## src/rtl/pipeline_ctrl_pkg.sv

```systemverilog
// Shared CPU package: pipeline-control FSM states, multiply latency, counter width,
// and the opcode/func7 constants used to recognise a multiply.
package pipeline_ctrl_pkg;

  localparam int unsigned MUL_LAT_DEF = 2;
  localparam int unsigned CNT_W       = 4;
  localparam int unsigned REG_W       = 5;
  localparam int unsigned OPC_W       = 7;

  localparam logic [OPC_W-1:0] OPC_RTYPE    = 7'b0110011;
  localparam logic [OPC_W-1:0] FUNC7_MULDIV = 7'b0000001;

  typedef enum logic [1:0] {
    ST_IDLE = 2'd0,
    ST_BUSY = 2'd1,
    ST_DONE = 2'd2
  } state_e;

  typedef struct packed {
    logic pc_en;
    logic ifid_en;
    logic idex_en;
    logic exmem_en;
    logic memwb_en;
    logic ifid_flush;
    logic idex_flush;
    logic exmem_flush;
    logic mul_start;
    logic mul_abort;
  } ctrl_t;

  localparam ctrl_t CTRL_OFF   = '{default: 1'b0};
  localparam ctrl_t CTRL_NORM  = '{pc_en: 1'b1, ifid_en: 1'b1, idex_en: 1'b1, exmem_en: 1'b1,
                                   memwb_en: 1'b1, default: 1'b0};
  // Multiply stall: freeze front end, bubble into MEM, let older instructions drain.
  localparam ctrl_t CTRL_STALL = '{exmem_en: 1'b1, memwb_en: 1'b1, exmem_flush: 1'b1,
                                   default: 1'b0};
  localparam ctrl_t CTRL_LU    = '{idex_en: 1'b1, exmem_en: 1'b1, memwb_en: 1'b1,
                                   idex_flush: 1'b1, default: 1'b0};

  // R-type with func7[0] set is an M-extension multiply.
  function automatic logic is_mul(input logic [OPC_W-1:0] opcode,
                                  input logic [OPC_W-1:0] func7);
    return (opcode == OPC_RTYPE) && ((func7 & FUNC7_MULDIV) != '0);
  endfunction

endpackage

```

## src/rtl/pipeline_ctrl_load_use_detect.sv

```systemverilog
// Load-use hazard detect: EX load writes a non-zero register read by the ID instruction.
module load_use_detect
  import pipeline_ctrl_pkg::*;
(
  input  logic             ex_mem_read,
  input  logic [REG_W-1:0] ex_waddr,
  input  logic [REG_W-1:0] id_rs1,
  input  logic [REG_W-1:0] id_rs2,
  output logic             hazard
);

  always_comb begin
    hazard = ex_mem_read && (ex_waddr != '0) &&
             ((ex_waddr == id_rs1) || (ex_waddr == id_rs2));
  end

endmodule

```

## src/rtl/pipeline_ctrl.sv

```systemverilog
// Pipeline hazard/stall controller: redirect flush, multi-cycle multiply stall, load-use stall.
module pipeline_ctrl
  import pipeline_ctrl_pkg::*;
#(
  parameter int unsigned MUL_LAT = MUL_LAT_DEF
) (
  input  logic             clk,
  input  logic             arst_n,
  input  logic             enable,
  input  logic [REG_W-1:0] id_rs1,
  input  logic [REG_W-1:0] id_rs2,
  input  logic             ex_mem_read,
  input  logic [REG_W-1:0] ex_waddr,
  input  logic             ex_is_mul,
  input  logic             mem_redirect,
  output logic             pc_en,
  output logic             ifid_en,
  output logic             idex_en,
  output logic             exmem_en,
  output logic             memwb_en,
  output logic             ifid_flush,
  output logic             idex_flush,
  output logic             exmem_flush,
  output logic             mul_start,
  output logic             mul_abort,
  output logic             mul_busy
);

  localparam logic [CNT_W-1:0] CNT_INIT = CNT_W'(MUL_LAT - 1);

  state_e           state, state_next;
  logic [CNT_W-1:0] cnt, cnt_next;
  ctrl_t            ctrl;
  logic             hazard;

  load_use_detect u_load_use_detect (
    .ex_mem_read (ex_mem_read),
    .ex_waddr    (ex_waddr),
    .id_rs1      (id_rs1),
    .id_rs2      (id_rs2),
    .hazard      (hazard)
  );

  always_ff @(posedge clk or negedge arst_n) begin
    if (!arst_n) begin
      state <= ST_IDLE;
      cnt   <= '0;
    end else begin
      state <= state_next;
      cnt   <= cnt_next;
    end
  end

  // Outputs are combinational; reset forces IDLE behaviour so no pulse escapes during reset.
  always_comb begin
    state_next = state;
    cnt_next   = cnt;
    ctrl       = CTRL_OFF;
    if (!arst_n) begin
      if (enable) ctrl = CTRL_NORM;
    end else if (enable) begin
      if (mem_redirect) begin
        ctrl             = CTRL_NORM;
        ctrl.ifid_flush  = 1'b1;
        ctrl.idex_flush  = 1'b1;
        ctrl.exmem_flush = 1'b1;
        ctrl.mul_abort   = (state != ST_IDLE);
        state_next       = ST_IDLE;
        cnt_next         = '0;
      end else begin
        unique case (state)
          ST_IDLE: begin
            if (ex_is_mul) begin
              ctrl           = CTRL_STALL;
              ctrl.mul_start = 1'b1;
              cnt_next       = CNT_INIT;
              state_next     = (MUL_LAT == 1) ? ST_DONE : ST_BUSY;
            end else if (hazard) begin
              ctrl = CTRL_LU;
            end else begin
              ctrl = CTRL_NORM;
            end
          end
          ST_BUSY: begin
            ctrl     = CTRL_STALL;
            cnt_next = cnt - CNT_W'(1);
            if (cnt == CNT_W'(1)) state_next = ST_DONE;
          end
          ST_DONE: begin
            // ex_is_mul still reflects the finished multiply; never restart it here.
            ctrl       = CTRL_NORM;
            state_next = ST_IDLE;
          end
          default: state_next = ST_IDLE;
        endcase
      end
    end
  end

  always_comb begin
    pc_en       = ctrl.pc_en;
    ifid_en     = ctrl.ifid_en;
    idex_en     = ctrl.idex_en;
    exmem_en    = ctrl.exmem_en;
    memwb_en    = ctrl.memwb_en;
    ifid_flush  = ctrl.ifid_flush;
    idex_flush  = ctrl.idex_flush;
    exmem_flush = ctrl.exmem_flush;
    mul_start   = ctrl.mul_start;
    mul_abort   = ctrl.mul_abort;
    mul_busy    = (state != ST_IDLE);
  end

endmodule

```

## config.mk

```make
export PLATFORM = sky130hd
export DESIGN_NAME = pipeline_ctrl
export DESIGN_NICKNAME = d
export VERILOG_FILES = /design/src/rtl/pipeline_ctrl_pkg.sv /design/src/rtl/pipeline_ctrl_load_use_detect.sv /design/src/rtl/pipeline_ctrl.sv
export SDC_FILE = /design/constraint.sdc
export NUM_CORES = 1
export LEC_CHECK = 0
export BUFFER_PORTS_ARGS = -buffer_cell sky130_fd_sc_hd__buf_2
export CAP_MARGIN = 15
export CORE_UTILIZATION = 25
export DETAILED_ROUTE_END_ITERATION = 7
export GPL_ROUTABILITY_DRIVEN = 1
export PLACE_DENSITY = 0.57
export SETUP_SLACK_MARGIN = 0.15
export SLEW_MARGIN = 20
export SYNTH_ARGS = -nofsm -noshare
export SYNTH_HDL_FRONTEND = slang
export SYNTH_SLANG_ARGS = --single-unit
export TNS_END_PERCENT = 50
```

## constraint.sdc

```tcl
create_clock -name clk -period 1.66 [get_ports clk]
set_input_delay 0.083 -clock clk [delete_from_list [all_inputs] [get_ports clk]]
set_output_delay 0.083 -clock clk [all_outputs]
set_load 0.02 [all_outputs]
```

==> run summary <==
Post-synth EDFFs: 0
Iter 0 DRT Violations: 3
post-synth top area cell: dfrtp_1
DRC viols: 0
layout cells sized above 1: 42.7%
cts bufs inserted: 3
final setup violation count: 0
cell area after layout: 853 um2
Total Routing Usage GR: 13.4%
number of global-route vias before repair: 634
Final Hold Viols: 0
status: finished, final reports clean
sequential share of the synthesized area: 24.4%
Area Overhead vs Synth: 38.9%
Final Max Slew Viols: 0
Synth Area per Inst: 8.19 um2
clk buf depth: 2
DR vias/cell: 4.59
Async S/R FF share, synth: 100%
maximum VDD drop: 0.000408 V
most common cell in the netlist: xor2_1
DR pass1 iterations: 3
Clk Latency, worst-skew pair: 0.25 ns
Most Crowded Layer GR: met2
M1 GR Usage: 15.1%
multi-input logic area: 419 um2
share of the synthesized area in the top cell type: 24.4%
fin crit share: 93.5%
DP HPWL: 1.24 mm
largest fanout on the critical path: 4
Root Driver: clkbuf_4
Overflow after GRT: 0
top post-synthesis cells by count: xor2_1 (12), nor2_1 (8), nand2_1 (7), dfrtp_1 (6), inv_1 (6)
# fillers: 245
max_cap viols: 0
RSZ-0062 raised after global routing: yes
Die Ht: 51.6 um
P_leak: 0.444 nW
post-synth cell types: 29
Initial Utilization: 27.2%
Routed Antenna Nets: 0
Final min period: 1.55 ns
Sequential Area: 151 um2
via count: 634
YS warnings: 0
Post-DP Area: 795 um2
Core Region: 2250 um2
Power Total: 863 uW
power density over the cells: 1010 nW/um2
crit end category: output port
IO Pins: 32
Slew HR: 81.1%
htree depth: 1
Critical Path AT: 1.47 ns
Total Nets Final: 135
I/O Buffers: 31
Die X: 51.6 um
initial antenna violation count: 0
Clock Sinks: 6
CP Class: flop to output port
GRT met2 Usage: 23.4%
FMAX: 644 MHz
Reg2Reg Setup Slack: 0.22 ns
worst slew pin tran: 0.283 ns
post-synthesis register bit count: 6
gpl congestion: 0.800
met3 Use GR: 4.68%
syn nets: 98
setup TNS: 0 ns
wire per inst: 11.0 um
clock-pin transition on the worst setup and hold timing paths: 0.05 ns
Post-Syn Area: 614 um2
Worst Setup Start Kind: flop
largest net degree at the start of global routing: 11
main area contributors after synthesis: dfrtp_1 (24%), xor2_1 (17%), nor2_1 (4.9%)
Cells after Synth: 75
Layout Skew: 0.00114 ns
CTS tree: built
Top FF cell, synth: dfrtp_1
row count: 17
first-pass GRT wire length: 2.64 mm
ANT cells: 0
Die ar.: 2660 um2
CP required: 1.58 ns
final WL: 1.52 mm
Hold Crit Class: input pin to flop
cell families (layout without fill, tap and decap cells):
group,Yosys count,after routing,synth area share [%]
xor+xnor,12,12,17.1
simple gates,29,29,24.2
buf+inv,10,45,9.77
flops,6,6,24.4
fa+ha+maj,2,2,4.07
compound gates,16,16,20.4
worst max-delay path: stages, from the launching register on:
cell and delay (ns):
dfrtp_1 0.41, nor2b_1 0.15, o31a_1 0.25, o31a_1 0.26, buf_4 0.16
layout make-up:
type / count / share of cell area (%)
multi-input combinational: 59 / 49.1
timing repair buffer: 36 / 23.8
sequential: 6 / 17.7
tap: 28 / 4.11
clock buffer: 3 / 2.64
inverter: 6 / 2.64
through the flow:
step	cells	worst slack, ns	hold WS (ns)	utilization [%]
3_5_place_dp	132	0.119	-0.0593	35.2
3_3_place_gp	132	0.158	-0.0597	35.2
2_1_floorplan	75	0.0982	-0.213	-
4_1_cts	137	0.0877	0.188	37.4
5_1_grt	138	0.0101	0.213	37.8
6_report	138	0.108	0.183	37.8
final timing paths:
check,depth (start not counted),end,startpoint
worst max-delay path,4,ifid_en,state[1]
worst max register to register,4,cnt[1],cnt[0]
worst min-delay path,2,cnt[0],mem_redirect
min in group asynchronous,2,cnt[2],arst_n
max in group asynchronous,2,state[0],arst_n
worst min register to register,2,cnt[3],cnt[3]
where the power goes:
part / total, mW / switching [mW] / leakage [nW] / internal [mW]
logic: 0.454 / 0.229 / 0.355 / 0.225
clock network: 0.137 / 0.0553 / 0.0138 / 0.0820
registers: 0.272 / 0.0659 / 0.0757 / 0.206
flip-flops by register name, indices dropped and copies added, names as in the netlist:
name / count
state: 2
cnt: 4
per-layer routing:
layer / vias up / wire length (um)
li1: 323 / -
met1: 278 / 670
met2: 29 / 695
met3: 4 / 133
met4: 0 / 19
met5: - / 0
cell usage in the layout (no fill, tap or decap), drive strengths merged:
cell          n
o31a          2
or3b          1
a22oi         1
nand2         7
or4           2
o21ai         4
o211ai        2
xor2         12
nand2b        2
ha            2
nor2b         1
dlygate4sd3   1
nor3          4
a22o          1
o21a          1
o21ba         1
clkbuf        3
nand3b        1
a21o          1
dfrtp         6
and2          1
a21oi         1
nor3b         1
buf          35
nor2          8
nor4          1
inv           6
o31ai         2
timing repair:
action,4_1_cts,5_1_grt
hold buffers,1,0
setup endpoints to repair,4,9
setup buffers,1,1
gates resized for setup,4,2
pin swaps,3,1
hold endpoints to repair,6,0
Note: power is estimated with default switching activity, not from simulation.
